[src/rtl/kbd_irq_ctrl.sv]
// kbd_irq_ctrl: keyboard byte FIFO with CPU interrupt handshake; define KBD_ACK_EDGE_EN for a level/edge-detected int_ack
module kbd_irq_ctrl #(
   parameter int DEPTH_LOG2 = 3
) (
   input  logic                  clk,
   input  logic                  rst_n,
   input  logic                  key_valid,
   input  logic [7:0]            key_data,
   input  logic                  irq_en,
   input  logic                  int_ack,
   input  logic                  ovf_clr,
   output logic                  int_req,
   output logic [7:0]            kbd_ascii,
   output logic [DEPTH_LOG2:0]   count,
   output logic                  ovf
);
   localparam int DEPTH = 2 ** DEPTH_LOG2;
   typedef enum logic [1:0] {IDLE, REQ, HOLD} state_t;
   state_t                state_q, state_d;
   logic [7:0]            mem_q [DEPTH];
   logic [DEPTH_LOG2-1:0] wr_ptr_q, rd_ptr_q;
   logic [DEPTH_LOG2:0]   count_q, count_d;
   logic                  ovf_q, ovf_d, int_req_q;
   logic                  ack_ev, push, pop, full;
`ifdef KBD_ACK_EDGE_EN
   logic [2:0]            sync_q;
   // two-flop synchronizer plus a delayed copy for rising-edge detection
   always_ff @(posedge clk or negedge rst_n)
      if (!rst_n) sync_q <= '0;
      else        sync_q <= {sync_q[1:0], int_ack};
   assign ack_ev = sync_q[1] & ~sync_q[2];
`else
   assign ack_ev = int_ack;
`endif
   assign full = count_q == (DEPTH_LOG2 + 1)'(DEPTH);
   // pop only on an ack while requesting; a push at full is allowed when a pop frees the slot
   always_comb begin
      pop     = state_q == REQ && irq_en && ack_ev && count_q != '0;
      push    = key_valid && (!full || pop);
      count_d = count_q + (DEPTH_LOG2 + 1)'(push) - (DEPTH_LOG2 + 1)'(pop);
      ovf_d   = (key_valid && full && !pop) || (ovf_q && !ovf_clr);
   end
   // interrupt handshake next-state logic
   always_comb begin
      state_d = state_q;
      case (state_q)
         IDLE:    state_d = (count_q != '0 && irq_en) ? REQ : IDLE;
         REQ:     state_d = !irq_en ? IDLE : pop ? HOLD : REQ;
         HOLD:    state_d = (count_q != '0 && irq_en) ? REQ : IDLE;
         default: state_d = IDLE;
      endcase
   end
   // control state, pointers, occupancy and flags
   always_ff @(posedge clk or negedge rst_n)
      if (!rst_n) begin
         state_q   <= IDLE;
         int_req_q <= 1'b0;
         wr_ptr_q  <= '0;
         rd_ptr_q  <= '0;
         count_q   <= '0;
         ovf_q     <= 1'b0;
      end else begin
         state_q   <= state_d;
         int_req_q <= state_d == REQ;
         wr_ptr_q  <= wr_ptr_q + DEPTH_LOG2'(push);
         rd_ptr_q  <= rd_ptr_q + DEPTH_LOG2'(pop);
         count_q   <= count_d;
         ovf_q     <= ovf_d;
      end
   // storage is not reset; kbd_ascii is masked while empty
   always_ff @(posedge clk)
      if (push) mem_q[wr_ptr_q] <= key_data;
   assign int_req   = int_req_q;
   assign count     = count_q;
   assign ovf       = ovf_q;
   assign kbd_ascii = count_q != '0 ? mem_q[rd_ptr_q] : 8'h00;
endmodule
[config.mk]
export PLATFORM = sky130hd
export DESIGN_NAME = kbd_irq_ctrl
export DESIGN_NICKNAME = d
export VERILOG_FILES = /design/src/rtl/kbd_irq_ctrl.sv
export SDC_FILE = /design/constraint.sdc
export NUM_CORES = 1
export LEC_CHECK = 0
export CORE_UTILIZATION = 57
export CTS_CLUSTER_SIZE = 24
export DETAILED_ROUTE_END_ITERATION = 8
export HOLD_SLACK_MARGIN = 0.03
export PLACE_DENSITY = 0.79
export SLEW_MARGIN = 20
export SYNTH_ARGS = -nofsm -noshare
export SYNTH_HDL_FRONTEND = slang
export SYNTH_SLANG_ARGS = --single-unit
[constraint.sdc]
create_clock -name clk -period 3.2 [get_ports clk]
set_input_delay 0.64 -clock clk [delete_from_list [all_inputs] [get_ports clk]]
set_output_delay 0.64 -clock clk [all_outputs]
set_load 0.02 [all_outputs]
==> metrics, run 1 <==
Max Clock Skew=~5.5 ps; fin crit share=89.6%; CTS max path bufs=2; largest net degree at the start of global routing=24; core outline area=approximately 5500 um^2; Setup Viol. Count Final=0; maximum VDD drop=about 0.64 mV; CP Launch Point=rd_ptr_q[1]; Worst slew margin=a little under three fifths; vias in the first global route=~1,800; CP arrival=between 2000 and 2500 ps; Ys Warns=0; WL per Instance=between 15 and 20 um; post-synthesis simple-gate area fraction=6.48%; CTS H-tree lvls=3; Top-Level Pins=28; r2r endpoint=count[2]; P&R area growth vs syn=20.5%; CP top delay family=buffers and inverters; Max-Cap Viols=0; DRT antenna net count=0; post-synthesis xor/xnor area fraction=between 1 and 1.5%; largest family of logic cells by synthesized area=multiplexers; Worst Reg-to-Reg Cells=9; post_cts resized=0; final setup TNS=0 ps; unrepaired setup endpoints after global routing=false; initial antenna violation count=0; Initial Util=between 50% and 60%; Final HPWL DP=between 4000 and 5000 um; total number of vias=about 1,800; Global Route Usage Sum=around 23%; clock root buffer=clkbuf_8; die area=between 6000 and 7000 um^2; crit path capture type=primary output; drt first pass iters=4; clk sinks=between 70 and 80; multiplexer share of the synthesized area=10.2%; total gr overflow=0; die width=approximately 77 um; Port Buffers=27; # nets final=~270; Synth Cell Area=between 3000 and 4000 um^2; Worst EP required=~2600 ps; Worst Hold End=rd_ptr_q[2]; Unique masters post-synth=33; num rows=27; Post-Route WL=between 6000 and 7000 um; die height=a little under 80 um; syn avg cell area=about 16 um^2; Yosys reg bits=78; ANT cells=0; DRC=0; cell breakdown of the critical path=buf_4, mux2i_1, a22oi_1, and3_1, clkdlybuf4s50_1; TritonCTS buffer count=9; CP peak stage delay=610 ps; leakage=1.50 nW; critical path type=reg -> out; power density over the cells=just over 900 nW/um^2; post-layout util=between 70% and 80%; Fin. Hold Viols=0; Fin Hold WS=approximately 540 ps; Post-Syn Nets=~220; Hold Crit Depth=1; fin. max-slew vios=0; later-pin clock latency in the skew report=about 340 ps; total setup buffers inserted after CTS=0; worst-path fanout max=23; Post-Synth Adder-Cell Area=4.09%; hold buffer count at cts=0; status=completed; minimum clock period=approximately 2900 ps; RR Startpoint=count[2]; DR vias/cell=5.70; Syn Inst Count=about 200; sequential element share of the synthesized area=between 70% and 80%; first-pass GRT wire length=9630 um; fmax=0.349 GHz; 1st-iter DRT viols=between 100 and 150; hold wc startpoint=rd_ptr_q[2]; Synth Area in Compound Gates=between 5 and 6%; Power, Total=0.00360 W; share of cells above drive strength 1=about 15%; internal reg-to-reg setup slack=between 700 and 800 ps; Worst setup SP type=flop; Least-Margin Pin Slew=approximately 640 ps; CP Buf/Inv Count=2; CP max stage cell=clkdlybuf4s50_1; Hold/Removal Path Class=reg -> reg; Placer Congestion=0.732; clk slew on worst S/H paths=80 ps; CTS tree=yes
state kept, by name (all words and copies together), names as in the netlist:
name      count
ovf           1
rd_ptr_q      3
int_req       1
wr_ptr_q      3
count         4
state_q       2
mem_q        64
final cells by class:
type,instances,area [um^2]
flip-flops and latches,78,2270
fillers,370,1600
multi-input cells,102,931
repair buffers,45,405
clock buffers,11,131
well taps,72,90.1
clock inverters,5,50.0
inverters,8,30.0
worst register-to-register path, stage by stage (launching register included):
cell and delay [ps]:
dfrtp_1 400, inv_1 110, ha_1 140, or3b_4 470, nand4_1 240, mux2i_1 230
ha_1 190, inv_1 50, fa_1 390, xnor2_1 150
per-layer routing:
| metal | share of wire, % | global-route usage [%] | wire length (um) | vias to the layer above |
|---|---|---|---|---|
| li1 | - | - | - | 855 |
| met1 | 43 | 30.2 | 2590 | 910 |
| met2 | 50 | 36.3 | 3040 | 58 |
| met3 | 5.8 | 5.18 | 354 | 8 |
| met4 | 1.4 | 9.06 | 87 | 0 |
| met5 | 0 | 0 | 0 | - |
placed cells by master (no fill, tap or decap), types with 2 or more instances in the layout:
cell and instances:
nand2_1 3, nor2b_1 6, xor2_1 3, and3_1 8
nor4bb_2 2, inv_1 8, nor2_1 2, nor4b_2 3
clkdlybuf4s50_1 27, clkbuf_8 9, mux2i_1 33, a22oi_1 16
edfxtp_1 64, buf_4 18, ha_1 9, clkinv_1 2
clkbuf_1 2, dfrtp_1 14, o21a_1 2
kinds of logic after synthesis:
kind of cell,Yosys count
flops,78
mux,33
simple gates,32
compound gates,23
buf+inv,17
fa+ha+maj,10
xor+xnor,4
how the worst max path moves through the flow:
stage,to,slack [ps],cells after the start
floorplan,mem_q[5][0],650,5
detailed placement,count[2],610,7
CTS,kbd_ascii[3],310,5
global placement,count[2],670,7
finish,kbd_ascii[3],330,5
global route,kbd_ascii[6],200,5
per-stage QoR:
stage          cells  setup slack, ps  instance area, um^2
4_1_cts          321              311                 3910
3_3_place_gp     305              672                 3730
2_1_floorplan    197              647                 3250
6_report         321              334                 3910
5_1_grt          321              201                 3910
3_5_place_dp     305              606                 3730
cells in the mapped netlist (all sizes together):
| library cell | n | area [um^2] |
|---|---|---|
| xor2 | 3 | 26.3 |
| or3b | 2 | 20.0 |
| edfxtp | 64 | 1920 |
| mux2i | 33 | 330 |
| a21o | 1 | 7.51 |
| xnor2 | 1 | 8.76 |
| a21oi | 1 | 5.00 |
| nor4b | 3 | 26.3 |
| nor3b | 1 | 7.51 |
| a22o | 1 | 8.76 |
| buf | 6 | 32.5 |
| nor3 | 1 | 5.00 |
| a22oi | 16 | 120 |
| a41oi | 1 | 27.5 |
| nand2 | 3 | 11.3 |
| inv | 8 | 30.0 |
| clkbuf | 3 | 11.3 |
| ha | 9 | 113 |
| nand4 | 1 | 6.26 |
| o21a | 2 | 15.0 |
| fa | 1 | 20.0 |
| nor4 | 1 | 6.26 |
| and2 | 1 | 6.26 |
| nor4bb | 2 | 20.0 |
| dfrtp | 14 | 350 |
| a21boi | 1 | 7.51 |
| nor2b | 6 | 37.5 |
| nor2 | 2 | 7.51 |
| and3 | 8 | 50.1 |
| nand2b | 1 | 6.26 |
report_power, final:
part / internal, W / total (W) / switching, W / leakage, nW
Clock: 0.000355 / 0.000688 / 0.000333 / 0.0884
Sequential: 0.00131 / 0.00143 / 0.000122 / 0.751
Combinational: 0.000712 / 0.00148 / 0.000770 / 0.660
Total: 0.00237 / 0.00360 / 0.00123 / 1.50
(Power assumes the default switching activity.)
==> run 2: changes to the inputs <==
--- a/config.mk
+++ b/config.mk
@@ -5,11 +5,11 @@
 export SDC_FILE = /design/constraint.sdc
 export NUM_CORES = 1
 export LEC_CHECK = 0
-export CORE_UTILIZATION = 57
+export CORE_UTILIZATION = 61
 export CTS_CLUSTER_SIZE = 24
 export DETAILED_ROUTE_END_ITERATION = 8
 export HOLD_SLACK_MARGIN = 0.03
-export PLACE_DENSITY = 0.79
+export PLACE_DENSITY = 0.84
 export SLEW_MARGIN = 20
 export SYNTH_ARGS = -nofsm -noshare
 export SYNTH_HDL_FRONTEND = slang
==> constraint.sdc (replaced) <==
create_clock -name clk -period 3.7 [get_ports clk]
set_input_delay 0.74 -clock clk [delete_from_list [all_inputs] [get_ports clk]]
set_output_delay 0.74 -clock clk [all_outputs]
set_load 0.02 [all_outputs]
==> metrics, run 2 (same netlist as run 1, synthesis figures left out) <==
Top reg by flops=mem_q; post_cts resized=0; P&R area growth vs syn=19.4%; Worst slew margin=approximately 50%; num rows=26; clock root buffer=clkbuf_8; # nets final=roughly 260; die area=between 5000 and 6000 um^2; CP Launch Point=rd_ptr_q[1]; CTS tree=yes; r2r endpoint=count[2]; Worst Reg-to-Reg Cells=9; Post-Route WL=about 6000 um; CP peak stage delay=around 600 ps; Multi-input gate area=900 um^2; post-layout util=~76%; most common cell after layout, fill and taps aside=edfxtp_1; critical path type=reg -> out; internal reg-to-reg setup slack=between 1000 and 1500 ps; unrepaired setup endpoints after global routing=false; Final HPWL DP=approximately 3900 um; vias in the first global route=around 1,900; DR vias/cell=~5.8; Port Buffers=27; drt first pass iters=4; fillcell total=just over 300; Hold/Removal Path Class=reg -> reg; most frequent cells in the layout=edfxtp_1 (64), mux2i_1 (33), clkdlybuf4s50_1 (27); Max-Cap Viols=0; die width=between 70 and 80 um; CP max stage cell=clkdlybuf4s50_1; CP arrival=between 2000 and 2500 ps; max reg flops=64; clk slew on worst S/H paths=around 70 ps; Critical Path Sink=kbd_ascii[3]; 1st-iter DRT viols=roughly 110; crit path capture type=primary output; Fin Hold WS=about 540 ps; hold buffer count at cts=0; Hold Crit Depth=1; minimum clock period=3150 ps; clk sinks=about 80; Initial Util=a little under two thirds; worst-path fanout max=32; Final Worst Setup Slack=between 500 and 600 ps; maximum VDD drop=0.606 mV; fmax=0.317 GHz; total gr overflow=0; die height=about 75 um; WL per Instance=19.4 um; Setup WS pre-CTS=roughly 950 ps; Least-Margin Pin Slew=around 740 ps; CTS H-tree lvls=3; power density over the cells=823 nW/um^2; Worst EP required=around 3000 ps; Worst setup SP type=flop; DRT antenna net count=0; fin. max-slew vios=0; Placer Congestion=0.760; Fin. Hold Viols=0; initial antenna violation count=0; final setup TNS=0 ps; total setup buffers inserted after CTS=0; fin crit share=85.2%; largest net degree at the start of global routing=33; register area=~2300 um^2; leakage=between 1 and 1.5 nW; core outline area=5110 um^2; TritonCTS buffer count=9; cell breakdown of the critical path=buf_4, mux2i_1, a22oi_1, and3_1, clkdlybuf4s50_1; share of cells above drive strength 1=between 10% and 20%; CTS max path bufs=2; Global Route Usage Sum=about a quarter; Setup Viol. Count Final=0; later-pin clock latency in the skew report=around 340 ps; DRC=0; status=completed; RR Startpoint=count[2]; first-pass GRT wire length=~9500 um; Top-Level Pins=28; Max Clock Skew=8.30 ps; ANT cells=0; total number of vias=about 1,800
## run 2: cell types whose count changed in the layout (fill, tap and decap cells not counted), moves of 2 or more
cell and delta:
clkinv_1 -2, bufinv_16 +2, nor4b_1 +3, nor4b_2 -3, nor4bb_1 +2, clkbuf_1 -2
nor4bb_2 -2, buf_4 -9
## run 2: report_power, final
| group | leakage, nW | internal (W) | switching (W) |
|---|---|---|---|
| Sequential | 0.751 | 0.00113 | 0.0000980 |
| Clock | 0.126 | 0.000465 | 0.000293 |
| Combinational | 0.608 | 0.000555 | 0.000647 |
| Total | 1.49 | 0.00215 | 0.00104 |
## run 2: worst max-delay path: cells and delay by family (launching register included)
kind                   cells  cell delay, ps
buffers and inverters      2            1080
muxes                      1             180
and+or+nand+nor            1             190
DFF                        1             380
AOI/OAI and AO/OA          1             230
## run 2: worst min-delay path by stage
stage / startpoint / to / slack [ps]
6_report: ovf / ovf / 540
5_1_grt: wr_ptr_q[0] / wr_ptr_q[0] / 580
4_1_cts: ovf / ovf / 540
3_5_place_dp: ovf / ovf / 520
3_3_place_gp: rd_ptr_q[1] / rd_ptr_q[1] / 490
2_1_floorplan: rst_n / count[0] / 440
## run 2: area by class of cell
type	count	share of cell area (%)
tap	70	2.26
multi-input combinational	102	23.2
clock buffer	10	3.55
sequential	78	58.7
timing repair buffer	36	8.72
clock inverter	6	2.81
inverter	8	0.775
## run 2: routing by layer
metal  GRT usage [%]  vias to the layer above  routed length [um]
li1                -                      828                   -
met1            29.6                      877                2320
met2            42.7                       71                3220
met3            6.16                       11                 392
met4            11.7                        0                 102
met5               0                        -                   0
## run 2: stage by stage
step                area (um^2)  std cells  power, W
CTS                        3870        310   0.00321
global route               3870        310   0.00335
finish                     3870        310   0.00319
global placement           3630        294   0.00238
floorplan                  3250        197   0.00200
detailed placement         3630        294   0.00246
==> run 3: changes to the inputs <==
==> constraint.sdc (replaced) <==
create_clock -name clk -period 3.9 [get_ports clk]
set_input_delay 0.39 -clock clk [delete_from_list [all_inputs] [get_ports clk]]
set_output_delay 0.39 -clock clk [all_outputs]
set_load 0.02 [all_outputs]
==> metrics, run 3 (same netlist as run 1, synthesis figures left out) <==
status=completed; Top-Level Pins=28; Fin. Hold Viols=0; CTS tree=yes; Least-Margin Pin Slew=802 ps; clk sinks=just under 80; power density over the cells=roughly 760 nW/um^2; Port Buffers=27; clock root buffer=clkbuf_8; DRT antenna net count=0; Post-DP Area=around 3600 um^2; die area=~5600 um^2; 1st-iter DRT viols=180; post_cts resized=0; later-pin clock latency in the skew report=between 300 and 400 ps; core outline area=slightly above 5000 um^2; drt first pass iters=4; fin. max-slew vios=0; most frequent cells in the layout=edfxtp_1 (64), mux2i_1 (33), clkdlybuf4s50_1 (27); unrepaired setup endpoints after global routing=false; first-pass GRT wire length=about 9000 um; Worst slew margin=between 40% and 50%; fin crit share=between 70% and 80%; CP peak stage delay=approximately 670 ps; minimum clock period=between 2000 and 3000 ps; most common cell after layout, fill and taps aside=edfxtp_1; Global Route Usage Sum=a little under a quarter; final setup TNS=0 ps; Final HPWL DP=around 3900 um; Worst setup SP type=flop; num rows=26; max reg flops=between 60 and 70; CTS max path bufs=2; fmax=0.361 GHz; Initial Util=between 60% and 70%; Setup WS pre-CTS=1530 ps; CTS H-tree lvls=3; die height=roughly 75 um; worst-path fanout max=8; Final Worst Setup Slack=approximately 1100 ps; Power, Total=0.00293 W; total gr overflow=0; internal reg-to-reg setup slack=between 1500 and 2000 ps; crit path capture type=primary output; CP arrival=between 2000 and 2500 ps; Hold/Removal Path Class=in -> async; vias in the first global route=~1,800; initial antenna violation count=0; leakage=1.46 nW; clk slew on worst S/H paths=80 ps; die width=between 70 and 80 um; total number of vias=1,769; maximum VDD drop=~0.52 mV; # nets final=between 200 and 300; total setup buffers inserted after CTS=0; cell breakdown of the critical path=nor2b_1, a22oi_1, and3_1, clkdlybuf4s50_1; Max-Cap Viols=0; final instance area=approximately 3800 um^2; DRC=0; largest net degree at the start of global routing=33; share of cells above drive strength 1=about 11%; Top reg by flops=mem_q; Placer Congestion=a little under 0.8; Max Clock Skew=between 4 and 5 ps; Post-Route WL=approximately 5800 um; CP max stage cell=nor2b_1; TritonCTS buffer count=9; P&R area growth vs syn=18.3%; WL per Instance=18.6 um; DR vias/cell=approximately 5.7; hold buffer count at cts=0; critical path type=reg -> out; Worst EP required=around 3500 ps; Setup Viol. Count Final=0; ANT cells=0
run 3: cell types whose count changed in the layout (fill, tap and decap cells not counted):
cell | before | now
clkinvlp_4 | 0 | 2
bufinv_16 | 3 | 2
clkbuf_8 | 10 | 9
clkinv_1 | 0 | 1
clkinv_4 | 1 | 0
run 3: metal layers:
layer  track usage, %  vias to the layer above  routed length [um]
met2             39.3                       62                2980
met4             12.4                        0                 168
met3             7.23                       13                 312
met5                0                        -                   0
li1                 -                      836                   -
met1             28.2                      858                2310
run 3: final cells by class:
type                    instances  area, um^2
fillers                       308        1270
clock inverters                 7        88.8
clock buffers                   9         124
multi-input cells             102         900
flip-flops and latches         78        2270
well taps                      70        87.6
inverters                       8        30.0
repair buffers                 36         338
run 3: worst paths after layout:
path                       depth (start not counted)           end        start
max                                                4  kbd_ascii[6]  rd_ptr_q[0]
min                                                1   rd_ptr_q[2]        rst_n
max reg2reg                                        9      count[2]     count[2]
min reg2reg                                        1   rd_ptr_q[1]  rd_ptr_q[1]
max in group asynchronous                          1   rd_ptr_q[1]        rst_n
min in group clk                                   1   rd_ptr_q[1]  rd_ptr_q[1]
run 3: per-stage QoR:
stage               util [%]  hold WS [ps]  instances
floorplan                  -          94.4        197
global placement        71.0           488        294
detailed placement      71.0           505        294
CTS                     75.2           444        310
global route            75.2           455        310
finish                  75.2           439        310
run 3: power breakdown:
| part | total (W) | internal (W) | switching, W |
|---|---|---|---|
| registers | 0.00117 | 0.00107 | 0.0000951 |
| logic | 0.00112 | 0.000524 | 0.000600 |
| clock network | 0.000635 | 0.000356 | 0.000279 |
| total | 0.00293 | 0.00195 | 0.000975 |
run 3: critical path: cells and delay by family, from the launching register on:
kind / cells / cell delay [ps]
buf+inv: 1 / 540
compound gates: 1 / 150
flops: 1 / 420
simple gates: 2 / 930
